--- config.mk ---
export PLATFORM = sky130hd
export DESIGN_NAME = serial_tx_flat
export DESIGN_NICKNAME = d
export VERILOG_FILES = /design/src/rtl/serial_tx_if.sv /design/src/rtl/serial_tx.sv /design/src/flat_wrapper.sv
export SDC_FILE = /design/constraint.sdc
export NUM_CORES = 1
export LEC_CHECK = 0
export CAP_MARGIN = 25
export CORE_UTILIZATION = 50
export DETAILED_ROUTE_END_ITERATION = 16
export DONT_BUFFER_PORTS = 1
export HOLD_SLACK_MARGIN = 0.15
export MAX_ROUTING_LAYER = met4
export PLACE_DENSITY = 0.68
export SETUP_SLACK_MARGIN = 0.15
export SLEW_MARGIN = 20
export SYNTH_ARGS = -nofsm -noshare
export SYNTH_HDL_FRONTEND = slang
export SYNTH_SLANG_ARGS = --single-unit
--- constraint.sdc ---
create_clock -name clk -period 1.4 [get_ports clk]
set_clock_uncertainty 0.1 [all_clocks]
set_input_delay 0.42 -clock clk [delete_from_list [all_inputs] [get_ports clk]]
set_output_delay 0.42 -clock clk [all_outputs]
set_load 0.01 [all_outputs]
--- src/rtl/serial_tx_if.sv ---
// rtl/serial_tx_if.sv - valid/ready word handshake into the serial transmitter
interface serial_tx_if #(
    parameter int DATA_WIDTH = 8
);
    logic [DATA_WIDTH-1:0] tx_data;
    logic                  tx_valid;
    logic                  tx_ready;

    modport master (output tx_data, output tx_valid, input tx_ready);
    modport slave  (input tx_data, input tx_valid, output tx_ready);
endinterface

--- src/rtl/serial_tx.sv ---
// rtl/serial_tx.sv - tick-paced serial transmitter: start, LSB-first data, optional parity, stop bits
module serial_tx #(
    parameter int DATA_WIDTH = 8,
    parameter int STOP_BITS  = 1,
    parameter int PARITY_EN  = 0,
    parameter int PARITY_ODD = 0
) (
    input  logic        clk,
    input  logic        sync_reset,
    serial_tx_if.slave  tx_if,
    input  logic        tick,
    output logic        timer_clear,
    output logic        timer_enable,
    output logic        tx_line,
    output logic        busy
);
    localparam int IDX_W = $clog2(DATA_WIDTH);

    typedef enum logic [2:0] {
        S_IDLE,
        S_START,
        S_DATA,
        S_PARITY,
        S_STOP
    } state_t;

    state_t                r_state;
    logic [DATA_WIDTH-1:0] r_shift;
    logic [IDX_W-1:0]      r_idx;
    logic                  r_stop;
    logic                  r_line;
    logic                  r_parity;

    state_t                w_state_nxt;
    logic [DATA_WIDTH-1:0] w_shift_nxt;
    logic [IDX_W-1:0]      w_idx_nxt;
    logic                  w_stop_nxt;
    logic                  w_line_nxt;
    logic                  w_parity_nxt;
    logic                  w_idle;

    always_ff @(posedge clk) begin
        if (sync_reset) begin
            r_state  <= S_IDLE;
            r_shift  <= '0;
            r_idx    <= '0;
            r_stop   <= 1'b0;
            r_line   <= 1'b1;
            r_parity <= 1'b0;
        end else begin
            r_state  <= w_state_nxt;
            r_shift  <= w_shift_nxt;
            r_idx    <= w_idx_nxt;
            r_stop   <= w_stop_nxt;
            r_line   <= w_line_nxt;
            r_parity <= w_parity_nxt;
        end
    end

    always_comb begin
        w_state_nxt  = r_state;
        w_shift_nxt  = r_shift;
        w_idx_nxt    = r_idx;
        w_stop_nxt   = r_stop;
        w_line_nxt   = r_line;
        w_parity_nxt = r_parity;
        case (r_state)
            S_IDLE: begin
                w_line_nxt = 1'b1;
                if (tx_if.tx_valid) begin
                    w_shift_nxt  = tx_if.tx_data;
                    // Parity is frozen from the handshake word so later tx_data changes cannot leak in
                    w_parity_nxt = (^tx_if.tx_data) ^ (PARITY_ODD != 0);
                    w_state_nxt  = S_START;
                    w_line_nxt   = 1'b0;
                end
            end
            S_START: begin
                if (tick) begin
                    w_state_nxt = S_DATA;
                    w_idx_nxt   = '0;
                    w_line_nxt  = r_shift[0];
                end
            end
            S_DATA: begin
                if (tick) begin
                    if (r_idx < IDX_W'(DATA_WIDTH - 1)) begin
                        w_shift_nxt = r_shift >> 1;
                        w_idx_nxt   = r_idx + IDX_W'(1);
                        w_line_nxt  = r_shift[1];
                    end else if (PARITY_EN != 0) begin
                        w_state_nxt = S_PARITY;
                        w_line_nxt  = r_parity;
                    end else begin
                        w_state_nxt = S_STOP;
                        w_line_nxt  = 1'b1;
                        w_stop_nxt  = 1'b0;
                    end
                end
            end
            S_PARITY: begin
                if (tick) begin
                    w_state_nxt = S_STOP;
                    w_line_nxt  = 1'b1;
                    w_stop_nxt  = 1'b0;
                end
            end
            S_STOP: begin
                w_line_nxt = 1'b1;
                if (tick) begin
                    if (r_stop < 1'(STOP_BITS - 1)) begin
                        w_stop_nxt = r_stop + 1'b1;
                    end else begin
                        w_state_nxt = S_IDLE;
                    end
                end
            end
            default: begin
                w_state_nxt = S_IDLE;
                w_line_nxt  = 1'b1;
            end
        endcase
    end

    assign w_idle         = (r_state == S_IDLE);
    assign tx_if.tx_ready = w_idle;
    assign busy           = ~w_idle;
    assign timer_clear    = w_idle;
    assign timer_enable   = ~w_idle;
    assign tx_line        = r_line;
endmodule

--- src/flat_wrapper.sv ---
// flat-port wrapper written by rule: the top's interface ports become plain ports
module serial_tx_flat 
#(
    parameter int DATA_WIDTH = 8,
    parameter int STOP_BITS  = 1,
    parameter int PARITY_EN  = 0,
    parameter int PARITY_ODD = 0
)
  (clk, sync_reset, tick, timer_clear, timer_enable, tx_line, busy, tx_if_tx_data, tx_if_tx_valid, tx_if_tx_ready);
  serial_tx_if #(.DATA_WIDTH(DATA_WIDTH)) tx_if_i ();
  input  logic clk;
  input  logic sync_reset;
  input  logic tick;
  output logic timer_clear;
  output logic timer_enable;
  output logic tx_line;
  output logic busy;
  input wire logic [$bits(tx_if_i.tx_data)-1:0] tx_if_tx_data;
  input wire logic [$bits(tx_if_i.tx_valid)-1:0] tx_if_tx_valid;
  output wire logic [$bits(tx_if_i.tx_ready)-1:0] tx_if_tx_ready;
  assign tx_if_i.tx_data = tx_if_tx_data;
  assign tx_if_i.tx_valid = tx_if_tx_valid;
  assign tx_if_tx_ready = tx_if_i.tx_ready;
  serial_tx #(.DATA_WIDTH(DATA_WIDTH), .STOP_BITS(STOP_BITS), .PARITY_EN(PARITY_EN), .PARITY_ODD(PARITY_ODD)) u_core (.clk(clk), .sync_reset(sync_reset), .tx_if(tx_if_i), .tick(tick), .timer_clear(timer_clear), .timer_enable(timer_enable), .tx_line(tx_line), .busy(busy));
endmodule
==> results.md, run 1 <==
* Vias in the first global route at 593
* Cts bufs inserted at 3
* Worst Tran Pin Value at 596 ps
* Vias per Instance at 5.93
* Wire per inst at 15.1 um
* Initial Utilization at 0.543
* Synth Net Count at 99
* Pwr Density at 929 mW/mm^2
* Area fraction of the dominant cell type after synthesis at 0.363
* First-pass GRT wire length at 2.50 mm
* Die H at 42.7 um
* Vias at 688
* Netlist cell types at 36
* Syn_area_per_cell at 9.62 um^2
* Crit path required time at 880 ps
* Critical path class: flop to output port
* Leak at 0.400 nW
* Clk pin slew, worst setup/hold paths at 90 ps
* Synth async-reset ratio at 0
* CTS tree: done
* Final wirelength at 1.75 mm
* Initial antenna violation count at 0
* Worst setup SP type: flop
* Crit. End Element: output port
* Arrival @ worst endpoint at 1170 ps
* Area contributors post-synth: dfxtp_1 (36%), mux2i_1 (8.5%), a211oi_2 (6.1%)
* Core Area at 0.00152 mm^2
* DR iter-0 viols at 4
* Sink Count at 15
* Worst hold path type: input port to flop
* Top cells by count, synth: dfxtp_1 (15), nor2_1 (9), mux2i_1 (7)
* Layout cells sized above 1 at 0.430
* Failing checks: setup timing
* RSZ-0062 raised after global routing: true
* Die X at 42.7 um
* CTS root buffer: clkbuf_4
* Row cnt at 14
* Fin nets at 114
* Pin count of the biggest net entering global routing at 16
* Residual DRC at 0
* Fmax at 592 MHz
* IO Count at 17
* Setup WS post-layout at -291 ps
* Final period util at 1.21
* Flops & latches, synth at 15
* Dpl hpwl at 1.11 mm
* Placed cells at 106
* Placed instance area at 893 um^2
* Ys Warns at 0
* Max-slew headroom at 0.603
* Top cell type by total area after synthesis: dfxtp_1
* Buffers on Ports at 0
* Register area share after synthesis at 0.363
* Mapped cell area at 827 um^2
* RePlAce Congestion at 0.845
* Cell area after layout at 0.00106 mm^2
* Final Non-Filler Cells at 116
* Total grt overflow at 0
* Post-route ant nets at 0
* Crit path max fanout at 3
* Antenna diodes at 0
* Final hold vios at 0
* Max-cap viol count at 0
* Synth Flop Type: dfxtp_1
* Post-Syn Instances at 86
* Die Area at 0.00182 mm^2
* Peak VDD IR at 716 uV
* Clk buf depth at 2
* # setup viols final at 13
* Post-synth EDFFs at 0
* Area Overhead vs Synth at 28.7%
* Total track usage at 0.189
* Final Max Slew Viols at 0
* H-tree levels at 1
* Worst skew pair latency at 280 ps
* Count leader, synth: dfxtp_1
* Status: finished, violations left
* Drt pass-1 iters at 4
* Minimum clock period at 1690 ps
[power breakdown]
group	switching (mW)	total [mW]	leakage (nW)	internal [mW]
Clock	0.138	0.249	0.0150	0.111
Sequential	0.0292	0.488	0.125	0.459
Combinational	0.119	0.252	0.260	0.133
Total	0.286	0.989	0.400	0.703
[path summary, 6_finish.rpt]
| kind | startpoint | end | slack (ps) | depth (start not counted) |
|---|---|---|---|---|
| worst max-delay path | u_core.r_state[2] | timer_clear | -290 | 2 |
| worst min-delay path | sync_reset | u_core.tx_line | 150 | 2 |
| worst max register to register | u_core.r_state[2] | u_core.r_shift[3] | -110 | 5 |
| worst min register to register | u_core.r_shift[2] | u_core.r_shift[2] | 400 | 2 |
[sequential cells by signal (all words and copies together), names as in the netlist]
register and cells:
u_core.r_idx 3, u_core.r_shift 8, u_core.r_state 3, u_core.tx_line 1
[metal layers]
metal | vias to the layer above | GRT usage | share of wire
li1 | 340 | - | -
met1 | 333 | 0.237 | 0.43
met2 | 15 | 0.285 | 0.52
met3 | 0 | 0.0766 | 0.049
met4 | 0 | 0.0438 | 0
met5 | - | - | 0
[worst max-delay path, cell delays in order (launching register included)]
cell     delay, ps
dfxtp_4        350
or3_4          440
inv_4          100
[placed cells by master, fill, tap and decap left out, drive strengths merged]
master,synthesis,routed
a32oi,1,1
o311a,1,1
o2bb2a,1,1
inv,3,3
dlymetal6s4s,0,1
a31o,1,2
mux2i,7,7
nand3,2,2
nor4b,1,1
a21oi,5,5
nand4b,1,1
dfxtp,15,15
o21a,1,1
nor3b,2,2
nor2b,2,2
nor3,2,2
and3,1,1
ha,1,1
nor2,12,12
or3,1,1
a211oi,7,7
clkbuf,0,4
and2b,1,1
a22oi,1,1
buf,7,15
and2,1,1
or2,1,1
o21ai,5,5
nand3b,1,1
nand2,2,2
[layout make-up]
type	count	area (um^2)
Fill cell	123	459
Multi-Input combinational cell	62	544
Clock buffer	4	26.3
Inverter	3	13.8
Tap cell	16	20.0
Timing Repair Buffer	16	151
Sequential cell	15	309
[per-stage QoR]
stage	setup slack (ps)	setup TNS, ps	utilization	power, mW	hold WS, ps
finish	-291	-1700	0.699	0.989	154
global route	-336	-2620	0.699	1.04	160
CTS	-292	-3030	0.633	0.958	151
detailed placement	-122	-805	0.586	0.691	388
global placement	-70.0	-445	0.586	0.687	383
floorplan	-123	-383	-	0.685	362
[logic make-up after synthesis]
group	after synthesis	synth area share
AOI/OAI and AO/OA	23	0.222
adders and majority gates	1	0.0151
buffers and inverters	10	0.0938
DFF	15	0.363
muxes	7	0.0847
and+or+nand+nor	30	0.221
[timing repair]
action / 4_1_cts / 5_1_grt
hold endpoints to repair: 13 / 0
setup buffers: 2 / 2
gates cloned: 0 / 1
gates resized for setup: 6 / 17
pin swaps: 3 / 7
hold buffers: 1 / 0
setup endpoints to repair: 16 / 18
(Power assumes the default switching activity.)
==> run 2: changes to the inputs <==
--- a/config.mk
+++ b/config.mk
@@ -5,6 +5,7 @@
 export SDC_FILE = /design/constraint.sdc
 export NUM_CORES = 1
 export LEC_CHECK = 0
+export ABC_CLOCK_PERIOD_IN_PS = 1400
 export CAP_MARGIN = 25
 export CORE_UTILIZATION = 50
 export DETAILED_ROUTE_END_ITERATION = 16
==> results of run 2 <==
The final DEF is identical to that of run 1; final timing and power are the same.
==> run 3: changes to the inputs <==
--- a/config.mk
+++ b/config.mk
@@ -10,6 +10,7 @@
 export CORE_UTILIZATION = 50
 export DETAILED_ROUTE_END_ITERATION = 16
 export DONT_BUFFER_PORTS = 1
+export GPL_ROUTABILITY_DRIVEN = 0
 export HOLD_SLACK_MARGIN = 0.15
 export MAX_ROUTING_LAYER = met4
 export PLACE_DENSITY = 0.68
==> results of run 3 <==
The final DEF is identical to that of run 1; final timing and power are the same.
